**config.mk**
```make
export PLATFORM = sky130hd
export DESIGN_NAME = lmsm_sequencer
export DESIGN_NICKNAME = d
export VERILOG_FILES = /design/src/rtl/lmsm_sequencer.sv
export SDC_FILE = /design/constraint.sdc
export NUM_CORES = 1
export LEC_CHECK = 0
export CAP_MARGIN = 20
export CORE_MARGIN = 2
export CORE_UTILIZATION = 40
export DETAILED_ROUTE_END_ITERATION = 8
export GPL_TIMING_DRIVEN = 0
export PLACE_DENSITY = 0.68
export SYNTH_ARGS = -nofsm -noshare
export SYNTH_HDL_FRONTEND = slang
export SYNTH_SLANG_ARGS = --single-unit
```
**constraint.sdc**
```tcl
create_clock -name clk -period 3.8 [get_ports clk]
set_clock_uncertainty 0.2 [all_clocks]
set_input_delay 0.76 -clock clk [delete_from_list [all_inputs] [get_ports clk]]
set_output_delay 0.76 -clock clk [all_outputs]
set_load 0.02 [all_outputs]
```
**src/rtl/lmsm_sequencer.sv**
```systemverilog
// Multi-register load/store sequencer: walks a register mask lowest-index-first and
// issues one memory access per set bit, stalling on mem_ack.
module lmsm_sequencer #(
   parameter int          NREG = 8,
   parameter int          AW   = 16,
   parameter int unsigned STEP = 1
) (
   input  logic                     clk,
   input  logic                     reset,
   input  logic                     start,
   input  logic                     mode,
   input  logic [NREG-1:0]          mask,
   input  logic [AW-1:0]            base_addr,
   input  logic                     mem_ack,
   output logic                     busy,
   output logic                     mem_req,
   output logic                     mem_we,
   output logic [AW-1:0]            mem_addr,
   output logic [$clog2(NREG)-1:0]  reg_idx,
   output logic                     rf_we,
   output logic                     done,
   output logic [1:0]               dbg_state
);

   localparam int IDXW = $clog2(NREG);

   // Memory handshake: a request is presented while mem_req=1 and completes in any
   // cycle where mem_req=1 and mem_ack=1; until then mem_we, mem_addr and reg_idx hold.
   typedef enum logic [1:0] {
      S_IDLE   = 2'd0,
      S_ISSUE  = 2'd1,
      S_FINISH = 2'd2
   } state_t;

   state_t            r_state;
   logic [NREG-1:0]   r_pend;
   logic [AW-1:0]     r_addr;
   logic              r_mode;
   logic              r_busy;
   logic              r_mem_req;
   logic              r_mem_we;
   logic              r_done;

   logic [IDXW-1:0]   w_idx;
   logic [NREG-1:0]   w_pend_nxt;
   logic              w_xfer;

   // Lowest set bit wins, so scan from the top and let lower indices overwrite.
   always_comb begin
      w_idx = '0;
      for (int i = NREG - 1; i >= 0; i--) begin
         if (r_pend[i]) w_idx = IDXW'(i);
      end
   end

   assign w_pend_nxt = r_pend & (r_pend - NREG'(1));
   assign w_xfer     = r_mem_req & mem_ack;

   always_ff @(posedge clk or negedge reset) begin
      if (!reset) begin
         r_state   <= S_IDLE;
         r_pend    <= '0;
         r_addr    <= '0;
         r_mode    <= 1'b0;
         r_busy    <= 1'b0;
         r_mem_req <= 1'b0;
         r_mem_we  <= 1'b0;
         r_done    <= 1'b0;
      end else begin
         case (r_state)
            S_IDLE: begin
               if (start) begin
                  r_pend <= mask;
                  r_addr <= base_addr;
                  r_mode <= mode;
                  r_busy <= 1'b1;
                  if (mask != '0) begin
                     r_state   <= S_ISSUE;
                     r_mem_req <= 1'b1;
                     r_mem_we  <= mode;
                  end else begin
                     r_state <= S_FINISH;
                     r_done  <= 1'b1;
                  end
               end
            end
            S_ISSUE: begin
               if (w_xfer) begin
                  r_pend <= w_pend_nxt;
                  r_addr <= r_addr + AW'(STEP);
                  if (w_pend_nxt == '0) begin
                     r_state   <= S_FINISH;
                     r_mem_req <= 1'b0;
                     r_mem_we  <= 1'b0;
                     r_done    <= 1'b1;
                  end
               end
            end
            S_FINISH: begin
               r_state <= S_IDLE;
               r_busy  <= 1'b0;
               r_done  <= 1'b0;
            end
            default: begin
               r_state   <= S_IDLE;
               r_busy    <= 1'b0;
               r_mem_req <= 1'b0;
               r_mem_we  <= 1'b0;
               r_done    <= 1'b0;
            end
         endcase
      end
   end

   assign busy      = r_busy;
   assign mem_req   = r_mem_req;
   assign mem_we    = r_mem_we;
   assign mem_addr  = r_addr;
   assign reg_idx   = w_idx;
   assign rf_we     = w_xfer & ~r_mode;
   assign done      = r_done;
   assign dbg_state = r_state;

endmodule

```
==> impl_metrics.tcl, run 1 <==
set metrics [dict create \
    status "finished, final reports clean" \
    drc 0 \
    globalRouteTotalUtil_pct 23.0 \
    critPathMaxFanout 8 \
    synthToLayoutAreaGrowth_pct 35.2 \
    netlist_top_cells_area "dfrtp_1 40%, nand2_1 4.6%, a21oi_1 4.4%" \
    postSynthAreaPerCell_um2 8.58 \
    ir_worst_vdd_uv 381 \
    rsz0062_at_grt "false" \
    synth_top_family_by_area "simple AND/OR/NAND/NOR gates" \
    layout.cells.non_filler 341 \
    drt_pre_antenna_iters 4 \
    setup_viol 0 \
    fin_crit_sh_pct 82.9 \
    critical_path.startpoint_type "flop" \
    cts-resized-gates 0 \
    grt_overflow_total 0 \
    crit_required_ps 2840 \
    synth_mux_area_share_pct 1.10 \
    vias_in_the_first_global_route 1911 \
    cts_inserted_buffers 5 \
    synthSimpleGateAreaFrac_pct 26.4 \
    synth-main-ff-cell "dfrtp_1" \
    critPathKind "reg2out" \
    yosys.area.top_type_share_pct 40.0 \
    postRouteWirelength_um 5820 \
    synth_nets 256 \
    holdPathStages 2 \
    mostFrequentLayoutCells "53 x clkdlybuf4s50_1, 31 x dfrtp_1, 24 x nand2_1" \
    timing.max_cap.violations 0 \
    reg2reg_depth 7 \
    yosys_warnings 0 \
    post_cts_hold_buffer_count 0 \
    worst_ep_arrival_time_ps 2190 \
    max_clock_freq_mhz 317 \
    internal_dissipation_mw 1.29 \
    grt_start_max_net_pins 32 \
    floorplan.die_area_um2 5420 \
    max-clock-path-buffers 2 \
    fp-row-count 25 \
    chipWidth_um 73.6 \
    yosys.area_share.adder_pct 1.16 \
    power.share.switching_pct 47.9 \
    gp_routability_congestion 0.783 \
    seqPwrFrac_pct 28.5 \
    synth-seq-area-share_pct 40.0 \
    antenna-diode-count 0 \
    cts.htree.levels 2 \
    post-cts-setup-buffers 0 \
    core-area_um2 4690 \
    ff_latch_count_synth 31 \
    class_of_the_tightest_hold_or_removal_check "reg2reg" \
    portBuffers 54 \
    drive_gt1_share_pct 5.92 \
    cts_root_buffer "clkbuf_8" \
    power.clock.fraction_pct 9.6 \
    detail_route.wl_per_cell_um 17.1 \
    timing.slew.headroom_pct 51.3 \
    synthXorXnorAreaFrac_pct 0 \
    synth.largest_area_cell "dfrtp_1" \
    power_switching_mw 1.19 \
    cts_tree "yes" \
    post_layout_nets 318 \
    synth_enable_flop_cells 0 \
    hold_viol_final 0 \
    synth_cell_types 53 \
    timing.final.max_slew_violations 0 \
    dpl.hpwl_um 4050 \
    critPathSlowestCell "clkdlybuf4s50_1" \
    ios 55 \
    commonest_non_fill_non_tap_cell_in_the_layout "clkdlybuf4s50_1" \
    summed_instance_area_of_the_synthesized_netlist_um2 1940 \
    power_density_nw_per_um2 943 \
    drt_iter0_markers 177 \
    max_slew.worst_pin.slew_ps 731 \
    slowest_delay_ps 630 \
    complex_gate_fraction_of_the_synthesized_area_pct 26.1 \
    path_cells "or4_1 -> buf_6 -> a21oi_1 -> clkdlybuf4s50_1" \
    min_cycle_time_layout_ps 3150 \
    power_leakage_nw 1.04 \
    comb_power_share_pct 61.9 \
    clk_latency_ps 280 \
    via_count 2020 \
    synthArstFlopShare_pct 100 \
    cts_num_sinks 31 \
    placedCellCount 334 \
    postRouteAntennaNets 0 \
    grt_first_pass_wirelength_um 9480 \
    critical_path_end_type "primary output" \
    initial_core_util_pct 41.3 \
    die-height_um 73.6 \
    initial_antenna_violation_count 0 \
    via_per_inst 5.92 \
    synthesis.instances 226 \
    cts.reportedPaths.clkPinSlew_ps 60 \
    fin_tns_setup_ps 0 \
]
[Yosys cell counts (2+ instances only)]
master and n:
a211oi_1 2, nor2b_1 3, nand3_1 10, nand2b_1 3, a22o_1 4, o21a_1 3
a21oi_1 17, or3_1 3, a311oi_1 2, nand4_1 5, a31oi_1 3, nor4_1 10
dfrtp_1 31, o21ai_0 12, clkbuf_1 10, a21o_1 3, a2bb2oi_1 4, and3_1 2
nor2_1 10, and2_1 2, nand2_1 24, and4_1 2, nor3_1 14, nand4b_1 2
o21bai_1 2, inv_1 11, a22oi_1 6
[metrics by stage]
stage	setup WS, ps	cell area (um^2)	hold slack [ps]	utilization [%]	total power, mW
global route	590	2620	333	55.9	2.66
CTS	662	2620	315	55.7	2.47
global placement	639	2550	297	54.3	2.19
floorplan	1410	1940	264	-	1.65
finish	650	2620	308	55.9	2.47
detailed placement	635	2540	302	54.2	2.22
[critical path: cells and delay by family, from the launching register on]
kind | cells | cell delay (ps)
buf+inv | 2 | 790
simple gates | 1 | 560
flops | 1 | 440
compound gates | 1 | 120
[path summary, 6_finish.rpt]
kind	end	from	slack [ps]
max	reg_idx[2]	r_pend[3]$_DFFE_PN0P_	650
min in group asynchronous	r_pend[1]$_DFFE_PN0P_	reset	340
min	busy$_DFFE_PN0P_	busy$_DFFE_PN0P_	310
max in group asynchronous	r_pend[7]$_DFFE_PN0P_	reset	2600
max reg2reg	mem_addr[2]$_DFFE_PN0P_	dbg_state[0]$_DFFE_PN0P_	1210
min reg2reg	busy$_DFFE_PN0P_	busy$_DFFE_PN0P_	310
[flip-flops by register name, indices dropped and copies added (netlist names)]
| register | count |
|---|---|
| mem_req | 1 |
| done | 1 |
| dbg_state | 2 |
| mem_we | 1 |
| mem_addr | 16 |
| r_pend | 8 |
| r_mode | 1 |
| busy | 1 |
[power groups by stage]
stage	registers [mW]	clock network, mW	logic [mW]
2_1_floorplan	0.785	0	0.867
3_3_place_gp	0.696	0	1.50
3_5_place_dp	0.702	0	1.52
4_1_cts	0.698	0.243	1.53
5_1_grt	0.728	0.254	1.68
6_report	0.704	0.238	1.53
[cell families after synthesis]
family,count (synthesis)
simple gates,96
compound gates,71
flops,31
buf+inv,24
mux,2
fa+ha+maj,2
[layout make-up]
cell class	count	area, um^2
Buffer	13	60.1
Clock buffer	6	72.6
Sequential cell	31	776
Fill cell	433	2070
Multi-Input combinational cell	171	1060
Timing Repair Buffer	55	543
Inverter	11	41.3
Tap cell	54	67.6
[per-layer routing]
| layer | GRT usage [%] | up-vias | part of all wire, % | routed length (um) |
|---|---|---|---|---|
| met3 | 3.70 | 6 | 4.2 | 243 |
| met1 | 33.1 | 987 | 48 | 2780 |
| met4 | 6.06 | 0 | 1.2 | 68 |
| li1 | - | 978 | - | - |
| met5 | 0 | - | 0 | 0 |
| met2 | 36.0 | 49 | 47 | 2720 |
Power figures use the tool's default switching activity.
==> run 2: changes to the inputs <==
PLACE_DENSITY = 0.71   (was 0.68)
clock period = 2.59 ns   (was 3.8 ns; I/O delays follow)
==> run 2 against run 1 <==
Global-route usage decreased by 0.51 points. Worst setup slack got worse by 490 ps. Critical path depth unchanged. Power increased by 46%. Largest power group unchanged.
==> impl_metrics.tcl, run 2 (synthesis results as in run 1) <==
set metrics [dict create \
    status "finished, final reports clean" \
    number_of_flip_flops_under_the_largest_register_name 16 \
    timing.final.max_slew_violations 0 \
    timing.max_cap.violations 0 \
    synthToLayoutAreaGrowth_pct 34.9 \
    postRouteWirelength_um 5800 \
    postRouteAntennaNets 0 \
    via_count 2029 \
    via_per_inst 5.99 \
    dpl.hpwl_um 4050 \
    drive_gt1_share_pct 7.02 \
    cts.htree.levels 2 \
    cts_num_sinks 31 \
    critPathKind "reg2out" \
    core-area_um2 4690 \
    layout_setup_ws_ps 161 \
    cts_tree "yes" \
    portBuffers 54 \
    rsz0062_at_grt "false" \
    mostFrequentLayoutCells "49 x clkdlybuf4s50_1, 30 x dfrtp_1, 24 x nand2_1" \
    crit-reg2reg-launch "dbg_state[0]$_DFFE_PN0P_" \
    setup_viol 0 \
    critical_path.startpoint_type "flop" \
    max_slew.worst_pin.slew_ps 1050 \
    die-height_um 73.6 \
    initial_core_util_pct 41.3 \
    ff2ff_setup_slack_ps 200 \
    grt_overflow_total 0 \
    gp_routability_congestion 0.830 \
    vias_in_the_first_global_route 1816 \
    critPathSlowestCell "or4_1" \
    placedCellCount 334 \
    ios 55 \
    fin_tns_setup_ps 0 \
    fin_crit_sh_pct 93.8 \
    commonest_non_fill_non_tap_cell_in_the_layout "clkdlybuf4s50_1" \
    drt_iter0_markers 174 \
    max_clock_freq_mhz 412 \
    grt_first_pass_wirelength_um 9190 \
    layout.cells.non_filler 339 \
    min_cycle_time_layout_ps 2430 \
    slowest_delay_ps 550 \
    critPathMaxFanout 8 \
    floorplan.die_area_um2 5420 \
    cts.reportedPaths.clkPinSlew_ps 60 \
    grt_start_max_net_pins 32 \
    fp-row-count 25 \
    class_of_the_tightest_hold_or_removal_check "in2async" \
    drt_pre_antenna_iters 4 \
    worst_ep_arrival_time_ps 1710 \
    p_total_mw 3.60 \
    post-cts-setup-buffers 0 \
    post-route-util_pct 55.8 \
    post_layout_nets 316 \
    cts_root_buffer "clkbuf_8" \
    max-clock-path-buffers 2 \
    reg2reg_depth 6 \
    path_cells "or4_1 -> buf_6 -> a21oi_1 -> clkbuf_2" \
    hold_viol_final 0 \
    chipWidth_um 73.6 \
    crit-reg2reg-capture "r_pend[7]$_DFFE_PN0P_" \
    worst_setup_path_startpoint "r_pend[3]$_DFFE_PN0P_" \
    globalRouteTotalUtil_pct 22.5 \
    antenna-diode-count 0 \
    power_density_nw_per_um2 1380 \
    crit_required_ps 1870 \
    initial_antenna_violation_count 0 \
    power_leakage_nw 1.06 \
    ir_worst_vdd_uv 535 \
    detailedPlace.worstSlack_ps -303 \
    critical_path_end_type "primary output" \
    drc 0 \
    clk_latency_ps 280 \
    timing.slew.headroom_pct 29.6 \
    critPathCapture "reg_idx[2]" \
    cts_inserted_buffers 5 \
    detail_route.wl_per_cell_um 17.1 \
]
## run 2: how the worst min path moves through the flow
| stage | slack, ps | to | from |
|---|---|---|---|
| after floorplan | 20 | busy$_DFFE_PN0P_ | reset |
| after global placement | 290 | r_mode$_DFFE_PN0P_ | r_mode$_DFFE_PN0P_ |
| after detailed placement | 300 | r_mode$_DFFE_PN0P_ | r_mode$_DFFE_PN0P_ |
| after CTS | 120 | done$_DFFE_PN0P_ | reset |
| after global routing | 160 | r_pend[6]$_DFFE_PN0P_ | reset |
| final | 100 | r_pend[1]$_DFFE_PN0P_ | reset |
## run 2: routing by layer
layer | vias to the layer above | wire length [um] | track usage, %
met4 | 0 | 108 | 7.47
li1 | 972 | - | -
met3 | 8 | 288 | 4.25
met1 | 994 | 2650 | 32.2
met5 | - | 0 | 0
met2 | 55 | 2750 | 34.2
## run 2: area by class of cell
cell class	count	area, um^2
fillers	450	2080
well taps	54	67.6
inverters	11	41.3
flip-flops and latches	31	777
repair buffers	54	531
multi-input cells	171	1070
clock buffers	6	72.6
plain buffers	12	58.8
## run 2: critical path: cells and delay by family, from the launching register on
kind / cells / cell delay [ps]
and+or+nand+nor: 1 / 550
AOI/OAI and AO/OA: 1 / 100
DFF: 1 / 430
buffers and inverters: 2 / 340
## run 2: where the power goes
| part | switching, mW | internal, mW |
|---|---|---|
| Sequential | 0.330 | 0.719 |
| Combinational | 1.23 | 0.964 |
| Clock | 0.176 | 0.179 |
## run 2: repair_timing
item	4_1_cts	5_1_grt
gates resized for setup	6	6
hold buffers	0	0
endpoints found under the setup margin	4	12
## run 2: stage by stage
stage	hold slack (ps)	cell area, um^2
2_1_floorplan	22.4	1940
3_3_place_gp	294	2550
3_5_place_dp	297	2540
4_1_cts	123	2610
5_1_grt	156	2620
6_report	97.4	2620
==> run 3: changes to the inputs <==
CORE_UTILIZATION = 42   (was 40)
PLACE_DENSITY = 0.74   (was 0.71)
==> run 3 against run 2 <==
Critical path depth is the same. First-iteration DRC count shrank 27%. Global-route usage grew 1.1 points. Power grew 0.57%. Final area grew 0.72%. Critical path type unchanged. Largest cell class unchanged. Largest power group unchanged. Highest routed layer unchanged.
==> impl_metrics.tcl, run 3 (synthesis results as in run 1) <==
set metrics [dict create \
    timing.max_cap.violations 0 \
    globalRouteTotalUtil_pct 23.6 \
    cts_inserted_buffers 5 \
    post-route-util_pct 59.7 \
    postRouteWirelength_um 5770 \
    setup_viol 0 \
    power_density_nw_per_um2 1370 \
    cts.reportedPaths.clkPinSlew_ps 70 \
    via_per_inst 5.90 \
    class_of_the_tightest_hold_or_removal_check "in2async" \
    drt_pre_antenna_iters 5 \
    fill_cells 411 \
    drive_gt1_share_pct 8.68 \
    clk_latency_ps 280 \
    grt_first_pass_wirelength_um 9540 \
    dpl.hpwl_um 4020 \
    cts.htree.levels 2 \
    grt_start_max_net_pins 32 \
    synthToLayoutAreaGrowth_pct 35.9 \
    max_clock_freq_mhz 410 \
    rsz0062_at_grt "true" \
    fp-row-count 24 \
    crit_required_ps 1870 \
    number_of_flip_flops_under_the_largest_register_name 16 \
    commonest_non_fill_non_tap_cell_in_the_layout "clkdlybuf4s50_1" \
    status "finished, final reports clean" \
    ff2ff_setup_slack_ps 200 \
    portBuffers 54 \
    chipWidth_um 72.0 \
    total_cell_area_at_the_placement_stage_um2 2540 \
    drt_iter0_markers 127 \
    layout_setup_ws_ps 154 \
    critical_path_end_type "primary output" \
    crit-reg2reg-launch "dbg_state[0]$_DFFE_PN0P_" \
    ir_worst_vdd_uv 476 \
    grt_overflow_total 0 \
    critPathKind "reg2out" \
    power_leakage_nw 1.09 \
    mostFrequentLayoutCells "49 x clkdlybuf4s50_1, 29 x dfrtp_1, 24 x nand2_1" \
    postRouteAntennaNets 0 \
    die-height_um 72.0 \
    initial_antenna_violation_count 0 \
    ios 55 \
    via_count 2005 \
    core-area_um2 4410 \
    fin_tns_setup_ps 0 \
    min_cycle_time_layout_ps 2440 \
    worst_setup_path_startpoint "r_pend[3]$_DFFE_PN0P_" \
    critical_path.startpoint_type "flop" \
    antenna-diode-count 0 \
    detail_route.wl_per_cell_um 17.0 \
    critPathMaxFanout 8 \
    gp_routability_congestion 0.793 \
    max-clock-path-buffers 2 \
    hold_viol_final 0 \
    vias_in_the_first_global_route 1961 \
    timing.final.max_slew_violations 0 \
    cts_num_sinks 31 \
    detailedPlace.worstSlack_ps -318 \
    max_slew.worst_pin.slew_ps 712 \
    final_cell_area_um2 2640 \
    drc 0 \
    initial_core_util_pct 43.9 \
    floorplan.die_area_um2 5180 \
    fin_crit_sh_pct 94.1 \
    worst_ep_arrival_time_ps 1720 \
    timing.slew.headroom_pct 52.6 \
    post-cts-setup-buffers 0 \
    final.hold.worst_slack_ps 83.4 \
    cts_tree "yes" \
    post_layout_nets 317 \
    cts_root_buffer "clkbuf_8" \
]
[run 3: area by class of cell]
type	count	area, um^2	share of cell area (%)
Buffer	12	58.8	2.23
Clock inverter	3	15.0	0.570
Tap cell	52	65.1	2.47
Timing Repair Buffer	55	539	20.5
Inverter	11	41.3	1.57
Multi-Input combinational cell	171	1070	40.6
Clock buffer	5	68.8	2.61
Sequential cell	31	778	29.5
[run 3: metal layers]
layer | vias up | GRT usage [%] | routed length (um)
li1 | 977 | - | -
met4 | 0 | 10.1 | 108
met1 | 939 | 32.7 | 2590
met5 | - | 0 | 0
met2 | 79 | 36.0 | 2690
met3 | 10 | 4.72 | 378
[run 3: worst max-delay path, cell delays in order, from the launching register on]
cell and delay, ps:
dfrtp_1 430, or4_1 550, buf_6 160, a21oi_1 110, clkbuf_2 180
[run 3: per-stage QoR]
stage	std cells	total power, mW
2_1_floorplan	226	2.42
3_3_place_gp	332	3.20
3_5_place_dp	332	3.26
4_1_cts	339	3.62
5_1_grt	340	3.92
6_report	340	3.62
[run 3: final timing paths]
path                                           endpoint  depth (start not counted)
worst max-delay path                         reg_idx[2]                          4
worst min-delay path              r_pend[0]$_DFFE_PN0P_                          1
worst max register to register  mem_addr[2]$_DFFE_PN0P_                          7
worst min register to register       r_mode$_DFFE_PN0P_                          1
max in group asynchronous         r_pend[6]$_DFFE_PN0P_                          1
min in group clk                     r_mode$_DFFE_PN0P_                          1
[run 3: repair_timing]
action	in CTS	in global routing
resized for setup	4	9
hold endpoints to repair	0	0
hold buffers	0	0
setup endpoints to repair	4	14
[run 3: power breakdown]
part / switching (mW) / internal, mW / total, mW
combinational: 1.23 / 0.972 / 2.20
clock: 0.188 / 0.184 / 0.372
sequential: 0.326 / 0.720 / 1.05
total: 1.75 / 1.88 / 3.62
==> RTL change 1: new RTL, settings of run 3 <==
Add an input register stage for `mode`, with the module's reset; this delays it by one clock. The other inputs are not delayed to match.
--- a/src/rtl/lmsm_sequencer.sv
+++ b/src/rtl/lmsm_sequencer.sv
@@ -31,6 +31,16 @@
       S_ISSUE  = 2'd1,
       S_FINISH = 2'd2
    } state_t;
+
+   logic mode_q;
+
+   always_ff @(posedge clk or negedge reset) begin
+      if (!reset) begin
+         mode_q <= '0;
+      end else begin
+         mode_q <= mode;
+      end
+   end
 
    state_t            r_state;
    logic [NREG-1:0]   r_pend;
@@ -72,12 +82,12 @@
                if (start) begin
                   r_pend <= mask;
                   r_addr <= base_addr;
-                  r_mode <= mode;
+                  r_mode <= mode_q;
                   r_busy <= 1'b1;
                   if (mask != '0) begin
                      r_state   <= S_ISSUE;
                      r_mem_req <= 1'b1;
-                     r_mem_we  <= mode;
+                     r_mem_we  <= mode_q;
                   end else begin
                      r_state <= S_FINISH;
                      r_done  <= 1'b1;
Check against the original RTL: not equivalent (Yosys sat finds a counterexample within 4 cycles, from zero or initial values and one cycle with reset low).
==> RTL change 1 against run 3 <==
Total power fell by 14%; non-clock buffer count fell by 1; setup slack got worse by 0.018 ns; global-route usage fell by 1.5 points; utilization fell by 0.66 points; area after synthesis fell by 5.1%; final area fell by 3.8%; wire length fell by 12%; sequential cell count rose by 1; worst hold slack got worse by 0.0048 ns; critical path type is now in2out; highest routed layer unchanged.
==> RTL change 1: results (changes against run 3) <==
- Met1 GRT Util: 30.4% (-2.4 points)
- Clock Power Share: 13.5% (+3.2 points)
- Multi-input combinational area share: 37.6% (-3.0 points)
- Antenna diodes: 0 (unchanged)
- Met2 Usage GRT: 34.7% (-1.3 points)
- Synth area leaders: dfrtp_1 44%, a21oi_1 6.3%, nand2_1 5.9%
- Clock-cell share: 3.80% (+0.62 points)
- Placed Cells: 324 (-2.4%)
- Commonest cells in the synthesized netlist: 32 x dfrtp_1, 29 x nand2_1, 23 x a21oi_1
- Multi-In Gates: 165 (-3.5%)
- Max reg flops: 16 (unchanged)
- All-layer global routing usage: 22.1% (-1.5 points)
- Worst VDD drop: 0.437 mV (-8.2%)
- Sequential cell area share: 31.6% (+2.1 points)
- Worst path top cell family by delay: buffers and inverters
- Compound-Gate Fraction of Synth Area: 29.0% (+2.8 points)
- Final net count: 309 (-2.5%)
- Sw Pwr: 0.00140 W (-20%)
- Post-synth net total: 248 (-3.1%)
- Iter 0 DRT Violations: 174 (+37%)
- HPWL Detailed: 3690 um (-8.2%)
- WL/cell: 15.4 um (-9.6%)
- GPL Wtd Cong: 0.856 (+7.9%)
- CLK BUF: 7 (+2)
- Worst-Margin Slew: 0.722 ns (+0.0107 ns)
- Met3 Usage GRT: 5.34% (+0.62 points)
- Clock sinks: 32 (+3.2%)
- Filler Cell Count: 398 (-3.2%)
- Slowest-stage cell, CP: clkdlybuf4s50_1
- Setup Slack @ Placement: -0.0319 ns (+0.286 ns)
- Vias: 1,926 (-3.9%)
- Drt pass-1 iters: 4 (-1)
- Synth Area in XOR/XNOR: 0% (unchanged)
- Register area share after synthesis: 43.5% (+3.5 points)
- Post-CTS sizing: 2 (-2)
- Unique masters post-synth: 42 (-21%)
- Largest net degree at the start of global routing: 33 (+3.1%)
- Inverter count: 9 (-2)
- Mux cell area share after synthesis: 1.09% (-0.0091 points)
- Power Dens Cells: 1220 nW/um^2 (-11%)
- Mapped Cells: 218 (-3.5%)
- Placed cell area: 2440 sq um (-3.9%)
- Number of global-route vias before repair: 1,815 (-7.4%)
- CP arrival: 1.74 ns (+0.02 ns)
- Share of layout cells above drive strength 1: 6.45% (-2.2 points)
- CP max FO: 2 (-6)
- Combinational power: 0.00176 W (-20%)
- Overall power: 0.00310 W (-14%)
- DR vias/cell: 5.82 (-1.3%)
- Global-route wire length before repair: 8600 um (-9.8%)
- Buffers, non-clock: 66 (-1.5%)
- Crit path largest cell delay: 0.60 ns (+0.05 ns)
- Die Wd: 70.2 um (-2.4%)
- Outcome: finished clean
- Non-clock buffer share: 23.1% (+0.40 points)
- Post-synthesis adder-cell area fraction: 0.680% (-0.48 points)
-- RTL change 1: changes by cell type after synthesis, moves of 4 or more --
cell and change:
nor2_1 +10, nor3_1 -8, o22ai_1 +8, a21oi_1 +6, a22oi_1 -6, nor4_1 -6, nand2_1 +5, o21ai_0 +4
-- RTL change 1: routing by layer --
metal  up-vias  part of all wire [%]  wire length [um]
met5         -                     0                 0
met2        60                    47              2370
met3         7                   6.0               304
li1        933                     -                 -
met1       926                    46              2340
met4         0                   1.3                68
-- RTL change 1: worst paths after layout --
path	from	endpoint	slack, ns	cells after the start
worst max-delay path	mem_ack	rf_we	0.14	4
worst min-delay path	reset	r_pend[7]	0.08	1
worst max register to register	r_pend[0]	mem_we	0.16	5
worst min register to register	mode_q	r_mode	0.27	2
max in group asynchronous	reset	r_pend[6]	1.59	1
min in group clk	mode_q	r_mode	0.27	2
-- RTL change 1: cells by family after synthesis --
family	Yosys count
mux	2
simple gates	82
flops	32
compound gates	80
buf+inv	21
fa+ha+maj	1
==> RTL change 2: new RTL, settings of run 3 <==
Without the edit above. Set the parameter `NREG` to 16 (it was 8).
--- a/src/rtl/lmsm_sequencer.sv
+++ b/src/rtl/lmsm_sequencer.sv
@@ -1,7 +1,7 @@
 // Multi-register load/store sequencer: walks a register mask lowest-index-first and
 // issues one memory access per set bit, stalling on mem_ack.
 module lmsm_sequencer #(
-   parameter int          NREG = 8,
+   parameter int          NREG = 16,
    parameter int          AW   = 16,
    parameter int unsigned STEP = 1
 ) (
Interface: changed (resized mask and reg_idx); port bits go from 55 to 64. No check against the original RTL was run, so the function may have changed too.
==> RTL change 2 against run 3 <==
Final area is 26% higher; sequential cell count is 8 higher; synthesized cell count rose by 27%; wire length increased by 24%; first-iteration DRC count grew 70%; maximum frequency decreased by 3.9%; setup slack lost 0.099 ns; area after synthesis up 25%; total power up 21%; critical path type unchanged; largest cell class unchanged; largest power group unchanged.
==> RTL change 2: results (changes against run 3) <==
- Worst path top cell family by delay: flip-flops
- Slowest-stage cell, CP: dfrtp_1
- Hold Crit Class: reg2reg
- All-layer global routing usage: 23.2% (-0.42 points)
- Worst-skew pair later-pin latency: 0.30 ns (+0.02 ns)
- Global-route wire length before repair: 11,500 um (+21%)
- Reg2Reg Depth: 8 (+1)
- Worst VDD drop: 0.595 mV (+25%)
- Buffers on Ports: 63 (+17%)
- Vias: 2,562 (+28%)
- Final wirelength: 7160 um (+24%)
- Leakage Power: 1.34 nW (+24%)
- Register area share after synthesis: 40.2% (+0.16 points)
- R2R Path End: dbg_state[1]
- Unique masters post-synth: 54 (+1.9%)
- Commonest cells in the synthesized netlist: 39 x dfrtp_1, 35 x a21oi_1, 32 x nand2_1
- CP Capture Point: reg_idx[1]
- WL met3: 472 um (+25%)
- CP Launch Point: r_pend[12]
- Number of global-route vias before repair: 2,463 (+26%)
- Setup crit end kind: output pin
- CP arrival: 1.82 ns (+0.10 ns)
- Worst reg2reg startpoint: r_pend[1]
- CP max FO: 10 (+2)
- Period utilisation layout: 97.9% (+3.8 points)
- Setup Slack @ Placement: -0.585 ns (-0.267 ns)
- HPWL Detailed: 5130 um (+28%)
- Final net count: 398 (+26%)
- Metal2 WL: 3380 um (+25%)
- FF-to-FF setup slack: 0.28 ns (+0.08 ns)
- Initial antenna violation count: 0 (unchanged)
- CTS Buf Count: 5 (unchanged)
- GPL Wtd Cong: 0.883 (+11%)
- Ys async rst share: 100% (unchanged)
- Filler Cell Count: 506 (+23%)
- Slew HR: 60.7% (+8.1 points)
- Share of layout cells above drive strength 1: 11.4% (+2.7 points)
- Sw Ratio: 47.2% (-1.0 points)
- Largest net degree at the start of global routing: 36 (+13%)
- Iter 0 DRT Violations: 216 (+70%)
- Crit path largest cell delay: 0.51 ns (-0.04 ns)
- Synth area leaders: dfrtp_1 40%, a21oi_1 7.2%, nand2_1 4.9%
- Outcome: finished clean
- Post-synth net total: 324 (+27%)
- DRT met1 WL: 3180 um (+23%)
RTL change 2: cell types whose count changed in the layout (fill, tap and decap cells not counted), sizes merged, moves of 6 or more:
cell           change
a21oi             +19
o21ai             +19
o22ai             +10
buf                +9
clkdlybuf4s50      +9
nor2               +9
dfrtp              +8
nand2              +8
nor3               -6
RTL change 2: worst min-delay path by stage:
stage / from / endpoint / slack, ns / depth (start not counted)
5_1_grt: r_mode / r_mode / 0.35 / 2
2_1_floorplan: reset / busy / 0.02 / 0
3_5_place_dp: reset / mem_addr[14] / 0.16 / 1
6_report: r_mode / r_mode / 0.28 / 2
4_1_cts: r_mode / r_mode / 0.29 / 2
3_3_place_gp: r_mode / r_mode / 0.27 / 2
RTL change 2: per-stage QoR:
| stage | instance area (sq um) | cells | TNS (ns) |
|---|---|---|---|
| final | 3320 | 433 | 0 |
| after global routing | 3320 | 433 | -0.0539 |
| after CTS | 3310 | 433 | 0 |
| after detailed placement | 3170 | 422 | -10.39 |
| after global placement | 3150 | 421 | -18.82 |
| after floorplan | 2430 | 286 | 0 |
RTL change 2: worst register-to-register path, cell delays in order (launching register included):
cell      delay, ns
dfrtp_1        0.38
buf_6          0.14
nor4_4         0.29
buf_4          0.20
nand4b_2       0.13
a221oi_2       0.34
nand4_2        0.21
a21oi_2        0.22
and2_1         0.14
RTL change 2: final cells by class:
| type | instances | area share (%) |
|---|---|---|
| plain buffers | 17 | 3.51 |
| well taps | 72 | 2.72 |
| multi-input cells | 219 | 39.8 |
| repair buffers | 68 | 20.3 |
| flip-flops and latches | 39 | 29.5 |
| clock buffers | 8 | 3.02 |
| inverters | 10 | 1.13 |
RTL change 2: repair_timing:
item | CTS | global route
gates cloned | 0 | 0
hold buffers | 1 | 0
setup buffers | 3 | 0
hold endpoints to repair | 4 | 0
setup endpoints to repair | 14 | 26
resized for setup | 15 | 12
pin swaps | 2 | 4
RTL change 2: kinds of logic after synthesis:
logic type | Yosys count | share of synthesized area (%)
mux | 2 | 0.824
compound gates | 113 | 28.8
simple gates | 102 | 22.7
buf+inv | 28 | 6.59
fa+ha+maj | 2 | 0.927
flops | 39 | 40.2
RTL change 2: per-layer routing:
| layer | vias up | GRT usage (%) |
|---|---|---|
| met2 | 122 | 37.4 |
| met4 | 0 | 8.47 |
| li1 | 1221 | - |
| met3 | 13 | 4.16 |
| met5 | - | 0 |
| met1 | 1206 | 31.0 |
RTL change 2: power groups by stage:
stage	registers, W	clock network (W)	logic [W]
after floorplan	0.00135	0	0.00154
after global placement	0.00123	0	0.00254
after detailed placement	0.00123	0	0.00258
after CTS	0.00125	0.000471	0.00261
after global routing	0.00132	0.000500	0.00286
final	0.00127	0.000470	0.00263
